`config.mk`:
```
export PLATFORM = sky130hd
export DESIGN_NAME = mem_arbiter
export DESIGN_NICKNAME = d
export VERILOG_FILES = /design/src/rtl/mem_arbiter.sv
export SDC_FILE = /design/constraint.sdc
export NUM_CORES = 1
export LEC_CHECK = 0
export ABC_AREA = 1
export BUFFER_PORTS_ARGS = -buffer_cell sky130_fd_sc_hd__buf_2
export CORE_ASPECT_RATIO = 1.1
export CORE_MARGIN = 3
export CORE_UTILIZATION = 51
export DETAILED_ROUTE_END_ITERATION = 16
export GPL_ROUTABILITY_DRIVEN = 0
export PLACE_DENSITY = 0.81
export SYNTH_ARGS = -nofsm -noshare
export SYNTH_HDL_FRONTEND = slang
export SYNTH_SLANG_ARGS = --single-unit
```
`constraint.sdc`:
```
create_clock -name clk -period 2.6 [get_ports clk]
set_input_delay 0.52 -clock clk [delete_from_list [all_inputs] [get_ports clk]]
set_output_delay 0.52 -clock clk [all_outputs]
set_load 0.01 [all_outputs]
```
`src/rtl/mem_arbiter.sv`:
```
// mem_arbiter: arbitrates fetch and data ports onto one unified memory, with starvation guard and watchdog.
module mem_arbiter #(
  parameter int STARVE_LIMIT = 4,
  parameter int TIMEOUT = 64
) (
  input  logic        clk,
  input  logic        reset,
  input  logic        if_req,
  input  logic [31:0] if_addr,
  output logic [31:0] if_rdata,
  output logic        if_ready,
  input  logic        dm_rd_en,
  input  logic        dm_wr_en,
  input  logic [31:0] dm_addr,
  input  logic [31:0] dm_wdata,
  output logic [31:0] dm_rdata,
  output logic        dm_ready,
  output logic        mem_req,
  output logic        mem_we,
  output logic [31:0] mem_addr,
  output logic [31:0] mem_wdata,
  input  logic [31:0] mem_rdata,
  input  logic        mem_ack,
  output logic        err
);
  localparam int SW = $clog2(STARVE_LIMIT + 2);
  localparam int WW = $clog2(TIMEOUT + 1);
  typedef enum logic [1:0] {IDLE, BUSY_D, BUSY_I, DONE} state_t;
  state_t state;
  logic [SW-1:0] streak;
  logic [WW-1:0] wd;
  logic dm_any, force_if, timeout;
  assign dm_any = dm_rd_en | dm_wr_en;
  assign force_if = if_req && (streak >= SW'(STARVE_LIMIT));
  assign timeout = wd == WW'(TIMEOUT - 1);
  always_ff @(posedge clk) begin
    if (!reset) begin
      state <= IDLE;
      streak <= '0;
      wd <= '0;
      mem_req <= 1'b0;
      mem_we <= 1'b0;
      mem_addr <= '0;
      mem_wdata <= '0;
      if_rdata <= '0;
      dm_rdata <= '0;
      if_ready <= 1'b0;
      dm_ready <= 1'b0;
      err <= 1'b0;
    end else begin
      if_ready <= 1'b0;
      dm_ready <= 1'b0;
      case (state)
        IDLE:
          if (dm_any && !force_if) begin
            state <= BUSY_D;
            mem_req <= 1'b1;
            mem_we <= dm_wr_en;
            mem_addr <= dm_addr;
            mem_wdata <= dm_wdata;
            wd <= '0;
            if (if_req) streak <= streak + SW'(1);
          end else if (if_req) begin
            state <= BUSY_I;
            mem_req <= 1'b1;
            mem_we <= 1'b0;
            mem_addr <= if_addr;
            wd <= '0;
            streak <= '0;
          end
        BUSY_D, BUSY_I:
          if (mem_ack || timeout) begin
            // a timed-out transaction still completes, returning zero data
            state <= DONE;
            mem_req <= 1'b0;
            if (!mem_ack) err <= 1'b1;
            if (state == BUSY_I) begin
              if_ready <= 1'b1;
              if_rdata <= mem_ack ? mem_rdata : '0;
            end else begin
              dm_ready <= 1'b1;
              if (!mem_we) dm_rdata <= mem_ack ? mem_rdata : '0;
            end
          end else begin
            wd <= wd + WW'(1);
          end
        default: state <= IDLE;
      endcase
    end
  end
endmodule

```
==> flow_summary.json <==
{
  "grt_pass1_vias": 5899,
  "p_switching_mw": 3.15,
  "fin_crit_ns": 2.06,
  "ioPinCount": 267,
  "crit_buf_inv": 2,
  "cellPowerDensity_mw_per_mm2": 1010,
  "critical_path.max_stage_delay_ns": 0.39,
  "h-tree-depth": 4,
  "num_vias": 6569,
  "ir_drop_mv": 0.476,
  "rows": 41,
  "die_height_um": 122,
  "drc": 0,
  "grt_pass1_wl_um": 29100,
  "combPwrFrac_pct": 36.3,
  "num-fill-cells": 1048,
  "cts-resized-gates": 0,
  "syn_to_final_growth_pct": 31.1,
  "finalClockSkew_ns": 0.00914,
  "num-nets-final": 1250,
  "min_path_type": "primary input to flop",
  "pwr-share-clk_pct": 28.9,
  "grt_max_degree": 66,
  "core_mm2": 0.0117,
  "cts_tree": "built",
  "synth.net_count": 1015,
  "cpMaxStageDelayCell": "dfxtp_1",
  "holdWs_ns": 0.359,
  "first_pass_iters": 8,
  "ant_nets": 0,
  "clkSlewWorstSetupHoldPaths_ns": 0.06,
  "p_leak_nw": 4.12,
  "drv_cap": 0,
  "postCtsSetupBuffers": 0,
  "portBuffers": 266,
  "dp_slack_ns": 0.566,
  "clockBufferDepth": 2,
  "drt_iter0_markers": 604,
  "worst_slack_ns": 0.541,
  "place_hpwl_um": 13000,
  "antenna_found_initial": 0,
  "ys_async_sr_fraction_pct": 0,
  "relSlewSlack_pct": 59.5,
  "track_usage_pct": 26.1,
  "placedCellCount": 1242,
  "worst_setup_path_end_kind": "flop",
  "fmax_ghz": 0.486,
  "path_common_cell": "nand3_2",
  "viasPerCell": 5.16,
  "ys_seq_area_share_pct": 46.7,
  "cts_buffers": 17,
  "yosys_warnings": 0,
  "setup_tns_ns": 0,
  "design_area_mm2": 0.00814,
  "post-route-period-util_pct": 79.2,
  "wl_per_cell_um": 14.3,
  "drive_above_1_share_pct": 29.3,
  "clk_latency_ns": 0.42,
  "switching_share_pct": 38.2,
  "dieArea_mm2": 0.0135,
  "setup_viol": 0,
  "status": "complete, no violations",
  "rsz0062_at_grt": "no",
  "cts-root-buf": "clkbuf_16",
  "post-route-util_pct": 69.6,
  "dpl-instance-area_mm2": 0.00757,
  "postSynthAreaPerCell_um2": 7.09,
  "p_int_mw": 5.09,
  "cp_data_arrival_time_ns": 2.35,
  "totalWireLength_um": 18200,
  "worstMarginPinSlew_ns": 0.607,
  "start_kind": "flop",
  "stdcell_count": 1273,
  "synth_seq_cells": 145,
  "start_util_pct": 53.1,
  "cts.sinks": 145,
  "ys_types": 28,
  "seqPwrFrac_pct": 34.8,
  "die_w_um": 111,
  "finalHoldViolCount": 0,
  "syn_area_mm2": 0.00621,
  "required_ns": 2.89,
  "finalPower_mw": 8.23,
  "crit_fanout": 22,
  "grt_remaining_overflow": 0,
  "synth_ff_type": "dfxtp_1",
  "drv_slew": 0,
  "n_antenna_cell": 0,
  "crit_family": "simple AND/OR/NAND/NOR gates",
  "cts.hold.buffers_added": 0,
  "crit_chain": "ha_1, nand3_2, inv_2, nand2_2, nand2_4, nand3_2, buf_4, nand2_1, a21oi_1",
  "crit_type": "flop to flop",
  "syn_inst": 876,
  "synth_edf_count": 0
}
==> layout by cell type (no fill, tap or decap), types with 2 or more instances in the layout <==
cell type  netlist  final
a21oi_1        138    138
nor2_1          29     29
inv_2            5      5
clkinv_2         0      3
nand3_1         42     42
nand2_1        320    320
inv_6            0      2
dfxtp_1        145    145
inv_1           48     48
buf_2           31    266
bufinv_16        0      2
clkbuf_16        0     17
nand3_2          2      2
buf_12           0      2
clkinv_4         0      4
nand2_2          4      4
o21ai_0          4      4
ha_1             5      4
buf_4            2     14
xor2_1           2      2
nand4_1         54     54
nor3_1           3      3
==> cells in the mapped netlist (all sizes together) (2+ instances only) <==
cell type | instances | area (um2)
a21oi | 139 | 707
buf | 42 | 226
clkbuf | 24 | 90.1
dfxtp | 145 | 2900
ha | 5 | 62.6
inv | 53 | 199
nand2 | 325 | 1240
nand3 | 45 | 248
nand4 | 54 | 338
nor2 | 30 | 115
nor3 | 3 | 15.0
o21ai | 4 | 20.0
xor2 | 2 | 17.5
==> tightest hold or removal path, delay by kind of cell <==
family | cells | cell delay (ns)
buffers and inverters | 1 | 0.09
AND/OR/NAND/NOR | 1 | 0.07
AO/OA/AOI/OAI | 1 | 0.06
==> power groups by stage <==
| stage | Combinational (mW) | Sequential (mW) | Clock, mW |
|---|---|---|---|
| 3_5_place_dp | 2.98 | 2.91 | 0 |
| 6_report | 2.99 | 2.86 | 2.38 |
| 2_1_floorplan | 1.90 | 3.06 | 0 |
| 4_1_cts | 3.00 | 2.86 | 2.42 |
| 5_1_grt | 3.35 | 2.91 | 2.51 |
| 3_3_place_gp | 2.95 | 2.89 | 0 |
==> cells by family (layout without fill, tap and decap cells) <==
| family | after synthesis | in the layout | share of synthesized area [%] |
|---|---|---|---|
| DFF | 145 | 145 | 46.7 |
| AOI/OAI and AO/OA | 145 | 145 | 11.9 |
| and+or+nand+nor | 458 | 458 | 31.6 |
| xor gates and xnor gates | 3 | 3 | 0.423 |
| buffers and inverters | 120 | 367 | 8.36 |
| adders and majority gates | 5 | 5 | 1.01 |
==> worst paths after layout <==
kind,start,to,slack [ns],cells after the start
min reg2reg,mem_addr[10],mem_addr[10],0.46,2
min,mem_rdata[13],dm_rdata[13],0.36,3
max reg2reg,wd[0],if_rdata[13],0.54,9
max,wd[0],if_rdata[13],0.54,9
==> final cells by class <==
| cell class | count | area, um2 | area share [%] |
|---|---|---|---|
| multi-input cells | 611 | 2790 | 34.3 |
| flip-flops and latches | 145 | 2900 | 35.6 |
| well taps | 150 | 188 | 2.30 |
| repair buffers | 282 | 1480 | 18.1 |
| inverters | 54 | 205 | 2.52 |
| clock buffers | 19 | 443 | 5.44 |
| clock inverters | 12 | 135 | 1.66 |
==> state kept, by name (all words and copies together), names as in the netlist <==
register   cells
mem_addr      32
mem_we         1
state          2
mem_req        1
if_rdata      32
if_ready       1
dm_rdata      32
wd             7
dm_ready       1
mem_wdata     32
err            1
streak         3
==> layer usage <==
metal,vias up,global-route usage (%),routed length [um]
met4,0,8.90,299
met5,-,0,0
met1,2966,31.2,7310
met3,24,7.65,1610
met2,258,45.3,9020
li1,3321,-,-
(Power assumes the default switching activity.)
